## config.mk

```make
export PLATFORM = sky130hd
export DESIGN_NAME = regfile_2r1w
export DESIGN_NICKNAME = d
export VERILOG_FILES = /design/src/rtl/regfile_pkg.sv /design/src/rtl/regfile_clear_seq.sv /design/src/rtl/regfile_2r1w.sv
export SDC_FILE = /design/constraint.sdc
export NUM_CORES = 1
export LEC_CHECK = 0
export ABC_AREA = 1
export CORE_ASPECT_RATIO = 1.4
export CORE_MARGIN = 3
export CORE_UTILIZATION = 30
export DETAILED_ROUTE_END_ITERATION = 7
export HOLD_SLACK_MARGIN = 0.1
export SYNTH_ARGS = -nofsm -noshare
export SYNTH_HDL_FRONTEND = slang
export SYNTH_SLANG_ARGS = --single-unit
export TNS_END_PERCENT = 5
```

## constraint.sdc

```tcl
create_clock -name clk -period 6.7 [get_ports clk]
set_input_delay 1.34 -clock clk [delete_from_list [all_inputs] [get_ports clk]]
set_output_delay 1.34 -clock clk [all_outputs]
set_load 0.1 [all_outputs]
```

## src/rtl/regfile_pkg.sv

```systemverilog
// Shared defaults and state encoding for the 2-read/1-write register file.
package regfile_pkg;

  localparam int DATA_W_DEFAULT = 16;
  localparam int ADDR_W_DEFAULT = 3;

  typedef enum logic {
    IDLE  = 1'b0,
    CLEAR = 1'b1
  } clr_state_e;

endpackage

```

## src/rtl/regfile_clear_seq.sv

```systemverilog
// Clear sequencer: IDLE/CLEAR FSM that sweeps one entry per cycle and
// reports busy for exactly DEPTH cycles after an accepted clear request.
module regfile_clear_seq
  import regfile_pkg::*;
#(
  parameter int ADDR_W = ADDR_W_DEFAULT
) (
  input  logic              clk,
  input  logic              rst,
  input  logic              clr_req,
  output logic              busy,
  output logic [ADDR_W-1:0] sweep_addr
);

  localparam logic [ADDR_W-1:0] LAST_IDX = '1;

  clr_state_e        state_q, state_d;
  logic [ADDR_W-1:0] idx_q, idx_d;

  // NOTE: state registers use non-blocking assignments so every flop samples
  // pre-edge values regardless of process ordering.
  always_ff @(posedge clk or posedge rst) begin
    if (rst) begin
      state_q <= IDLE;
      idx_q   <= '0;
    end else begin
      state_q <= state_d;
      idx_q   <= idx_d;
    end
  end

  // NOTE: defaults first so no path leaves a signal unassigned (no latches).
  always_comb begin
    state_d = state_q;
    idx_d   = idx_q;
    unique case (state_q)
      IDLE: begin
        idx_d = '0;
        if (clr_req) state_d = CLEAR;
      end
      CLEAR: begin
        // clr_req is deliberately ignored here: a sweep is never restarted.
        if (idx_q == LAST_IDX) begin
          state_d = IDLE;
          idx_d   = '0;
        end else begin
          idx_d = idx_q + ADDR_W'(1);
        end
      end
    endcase
  end

  assign busy       = (state_q == CLEAR);
  assign sweep_addr = idx_q;

endmodule

```

## src/rtl/regfile_2r1w.sv

```systemverilog
// Register file, 2 registered read ports with write-first bypass, 1 write port,
// and a sequenced clear. Define REGFILE_ZERO_REG_EN to hardwire entry 0 to 0.
module regfile_2r1w
  import regfile_pkg::*;
#(
  parameter int DATA_W = DATA_W_DEFAULT,
  parameter int ADDR_W = ADDR_W_DEFAULT
) (
  input  logic              clk,
  input  logic              rst,
  input  logic              wr_en,
  input  logic [ADDR_W-1:0] wr_addr,
  input  logic [DATA_W-1:0] wr_data,
  input  logic [ADDR_W-1:0] rd_addr_a,
  input  logic [ADDR_W-1:0] rd_addr_b,
  output logic [DATA_W-1:0] rd_data_a,
  output logic [DATA_W-1:0] rd_data_b,
  input  logic              clr_req,
  output logic              busy
);

  localparam int DEPTH = 2 ** ADDR_W;

  logic [DATA_W-1:0] mem_q [DEPTH];
  logic [DATA_W-1:0] rd_a_q, rd_a_d;
  logic [DATA_W-1:0] rd_b_q, rd_b_d;
  logic [ADDR_W-1:0] sweep_addr;
  logic              wr_fire;

  regfile_clear_seq #(
    .ADDR_W (ADDR_W)
  ) u_clear_seq (
    .clk        (clk),
    .rst        (rst),
    .clr_req    (clr_req),
    .busy       (busy),
    .sweep_addr (sweep_addr)
  );

  // While idle, busy=0 so any clr_req is the one being accepted this edge.
`ifdef REGFILE_ZERO_REG_EN
  assign wr_fire = wr_en && !busy && !clr_req && (wr_addr != '0);
`else
  assign wr_fire = wr_en && !busy && !clr_req;
`endif

  // NOTE: the array is flop-based and must reset asynchronously to zero,
  // so every entry is cleared in the reset branch (not a RAM macro).
  always_ff @(posedge clk or posedge rst) begin
    if (rst) begin
      for (int i = 0; i < DEPTH; i++) mem_q[i] <= '0;
    end else if (busy) begin
      mem_q[sweep_addr] <= '0;
    end else if (wr_fire) begin
      mem_q[wr_addr] <= wr_data;
    end
  end

  // A dropped write must not bypass, so the bypass keys off wr_fire.
  always_comb begin
    rd_a_d = mem_q[rd_addr_a];
    rd_b_d = mem_q[rd_addr_b];
    if (wr_fire && (wr_addr == rd_addr_a)) rd_a_d = wr_data;
    if (wr_fire && (wr_addr == rd_addr_b)) rd_b_d = wr_data;
  end

  always_ff @(posedge clk or posedge rst) begin
    if (rst) begin
      rd_a_q <= '0;
      rd_b_q <= '0;
    end else begin
      rd_a_q <= rd_a_d;
      rd_b_q <= rd_b_d;
    end
  end

  assign rd_data_a = rd_a_q;
  assign rd_data_b = rd_b_q;

endmodule

```

==> impl_metrics.py <==
metrics = {
    "timing": {
        "fin_tns_setup_ns": 0,
        "fin_crit_sh_pct": 53.88,
        "hold_viol": 0,
        "slew_violations": 0,
        "skew_ns": 0.007080,
        "slew_headroom_pct": 18.58,
        "fmax_ghz": 0.2770,
        "final-setup-viol-count": 0,
        "worst_slew_pin_slew_ns": 1.220,
        "rsz0062_at_grt": "false",
        "min_period_ns": 3.610,
    },
    "drt": {
        "drc": 0,
        "vias_per_cell": 5.276,
        "vias": 8156,
        "detail-route-antenna-nets": 0,
        "drt_wl_total_mm": 29.07,
        "first_iter_violations": 961,
        "wl_per_cell_um": 18.80,
        "first_pass_iters": 5,
    },
    "synthesis": {
        "netlist.top_cell.by_area": "dfrtp_1",
        "syn_area_mm2": 0.008591,
        "yosysSeqAreaShare_pct": 47.77,
        "synth_common_cells": "352 x nand2_1, 224 x nand3_1, 164 x dfrtp_1, 157 x inv_1, 128 x o22ai_1",
        "synth_area_leaders": "dfrtp_1 48%, nand2_1 15%, nand3_1 13%",
        "synth-edff-count": 0,
        "synth_top_area_share_pct": 47.77,
        "async_reset_ff_share_pct": 100.0,
        "yosysWarnings": 0,
        "syn_inst": 1143,
        "ys.flop_type": "dfrtp_1",
        "synth_area_per_cell_um2": 7.516,
        "synth.most_common_cell": "nand2_1",
        "synth-seq-cells": 164,
        "syn-num-nets": 1174,
        "ys_types": 23,
    },
    "critical_path": {
        "crit_fanout": 66,
        "endpoint_kind": "flop",
        "slowest_stage": "inv_2",
        "crit_required_ns": 7.03,
        "crit_path_cell_trace": "buf_2 -> buf_4 -> inv_2 -> nand2_1 -> nand2_1 -> nor2_2 -> nand2_2 -> clkinv_2 -> nand2_1 -> nand2_1",
        "rrSetupSlack_ns": 4.49,
        "max_stage_delay_ns": 0.93,
        "crit_top_cell": "nand2_1",
        "startpoint_type": "input port",
        "r2r-end": "mem_q[34]",
        "regToRegStartpoint": "u_clear_seq.busy",
        "critPathKind": "in -> reg",
        "arrival_ns": 3.94,
        "reg2reg_depth": 6,
    },
    "cts": {
        "clockRootBuffer": "clkbuf_16",
        "clockBufferDepth": 2,
        "clk_pin_slew_ns": 0.07,
        "numCtsBuffers": 17,
        "clock_latency_ns": 0.44,
        "cts_resized": 0,
        "cts_hold_buf": 0,
        "postCtsSetupBuffers": 0,
        "htree_levels": 4,
        "cts_tree": "yes",
        "cts.sinks": 164,
    },
    "pwr": {
        "cellLeakagePower_nw": 5.139,
        "internal-power_mw": 2.202,
        "p_clk_share_pct": 32.0,
        "total_power_mw": 3.522,
        "irDropWorstVdd_mv": 0.1908,
        "swShare_pct": 37.48,
        "power_density_mw_per_mm2": 351.6,
        "p_sw_mw": 1.320,
        "seqPwrFrac_pct": 35.7,
        "p_comb_share_pct": 32.2,
    },
    "die": {
        "num_rows": 72,
        "coreArea_mm2": 0.02793,
        "boundaryPins": 62,
        "die_h_um": 206.2,
        "dieArea_mm2": 0.03073,
        "die_w_um": 149.0,
        "start_util_pct": 30.76,
    },
    "placed_design": {
        "routabilityCongestion": 0.8555,
        "numPortBuffers": 61,
        "dp_hpwl_mm": 17.21,
    },
    "min_path": {
        "min-delay-start": "u_clear_seq.sweep_addr[0]",
        "hold_depth": 1,
        "holdCritPathClass": "reg -> reg",
        "hold_end": "u_clear_seq.sweep_addr[0]",
    },
    "global_route": {
        "grt_antenna_before_repair": 0,
        "grt-ovfl-total": 0,
        "track_usage_pct": 19.06,
        "grt_max_degree": 68,
        "grt_pass1_wl_mm": 45.22,
        "grt_pass1_vias": 7776,
    },
    "final_layout": {
        "nFillCells": 2919,
        "drive_above_1_share_pct": 6.293,
        "syn2layout_area_growth_pct": 16.60,
        "finalNetCount": 1194,
        "n_antenna_cell": 0,
    },
    "run_status": {
        "status": "completed",
    },
    "flow_run": {
        "drv_cap": 0,
    },
}
how the worst max path moves through the flow:
stage | to | cells after the start | slack, ns | startpoint
after floorplan | mem_q[0] | 1 | 0.93 | rst
after CTS | rd_data_b[10] | 10 | 3.16 | rd_addr_b[0]
after detailed placement | rd_data_b[10] | 10 | 2.69 | rd_addr_b[0]
after global placement | rd_data_b[3] | 10 | 2.75 | rd_addr_b[0]
after global routing | rd_data_b[10] | 10 | 2.92 | rd_addr_b[0]
final | rd_data_b[10] | 10 | 3.09 | rd_addr_b[0]
cells in the final DEF (no fill, tap or decap), types with 2 or more instances in the layout:
cell / instances
nor2_1: 16
nand3_1: 224
ha_1: 2
o22ai_1: 128
inv_6: 4
nand2_2: 18
buf_2: 2
nor2_2: 2
buf_4: 8
clkbuf_1: 2
nand2_1: 352
inv_2: 7
clkinv_2: 3
clkbuf_16: 17
bufinv_16: 6
clkdlybuf4s50_1: 59
inv_1: 154
dfrtp_1: 164
power groups by stage:
stage,Clock [mW],Sequential (mW),Combinational [mW]
floorplan,0,1.50,0.595
global placement,0,1.27,1.11
detailed placement,0,1.28,1.13
CTS,1.14,1.26,1.13
global route,1.19,1.28,1.24
finish,1.13,1.26,1.13
metrics by stage:
stage                     hold slack (ns)  setup WS (ns)  area (µm²)  std cells  util [%]
after floorplan                    0.4492         0.9267        8591       1143         -
after global placement             0.4712          2.755        9346       1514     33.47
after detailed placement           0.4818          2.692        9346       1514     33.47
after CTS                          0.4910          3.162       10020       1546     35.87
after global routing               0.5185          2.918       10020       1546     35.87
final                              0.4838          3.090       10020       1546     35.87
state kept, by name, indices dropped and copies added (netlist names):
signal and count:
u_clear_seq.sweep_addr 3, mem_q 128, rd_data_a 16, rd_data_b 16, u_clear_seq.busy 1
cell families after synthesis:
group,count (synthesis),share of synthesized area (%)
adders and majority gates,2,0.2912
and+or+nand+nor,615,30.91
DFF,164,47.77
AOI/OAI and AO/OA,129,9.380
buffers and inverters,233,11.65
layout make-up:
type / count / area, µm² / area share [%]
sequential: 164 / 4104 / 40.97
multi-input combinational: 746 / 3486 / 34.80
timing repair buffer: 69 / 660.6 / 6.595
inverter: 165 / 633.1 / 6.320
tap: 370 / 462.9 / 4.622
clock buffer: 20 / 446.7 / 4.459
clock inverter: 12 / 224.0 / 2.236
metal layers:
metal / vias up / part of all wire (%) / GRT usage (%)
met2: 381 / 44 / 28.55
met1: 3923 / 44 / 26.67
met4: 0 / 4.4 / 9.094
met3: 90 / 7.2 / 3.378
li1: 3762 / - / -
met5: - / 0 / 0
critical path, delay by kind of cell:
kind | cells | cell delay (ns)
buffers and inverters | 4 | 1.72
AND/OR/NAND/NOR | 6 | 0.84
Note: power is estimated with default switching activity, not from simulation.
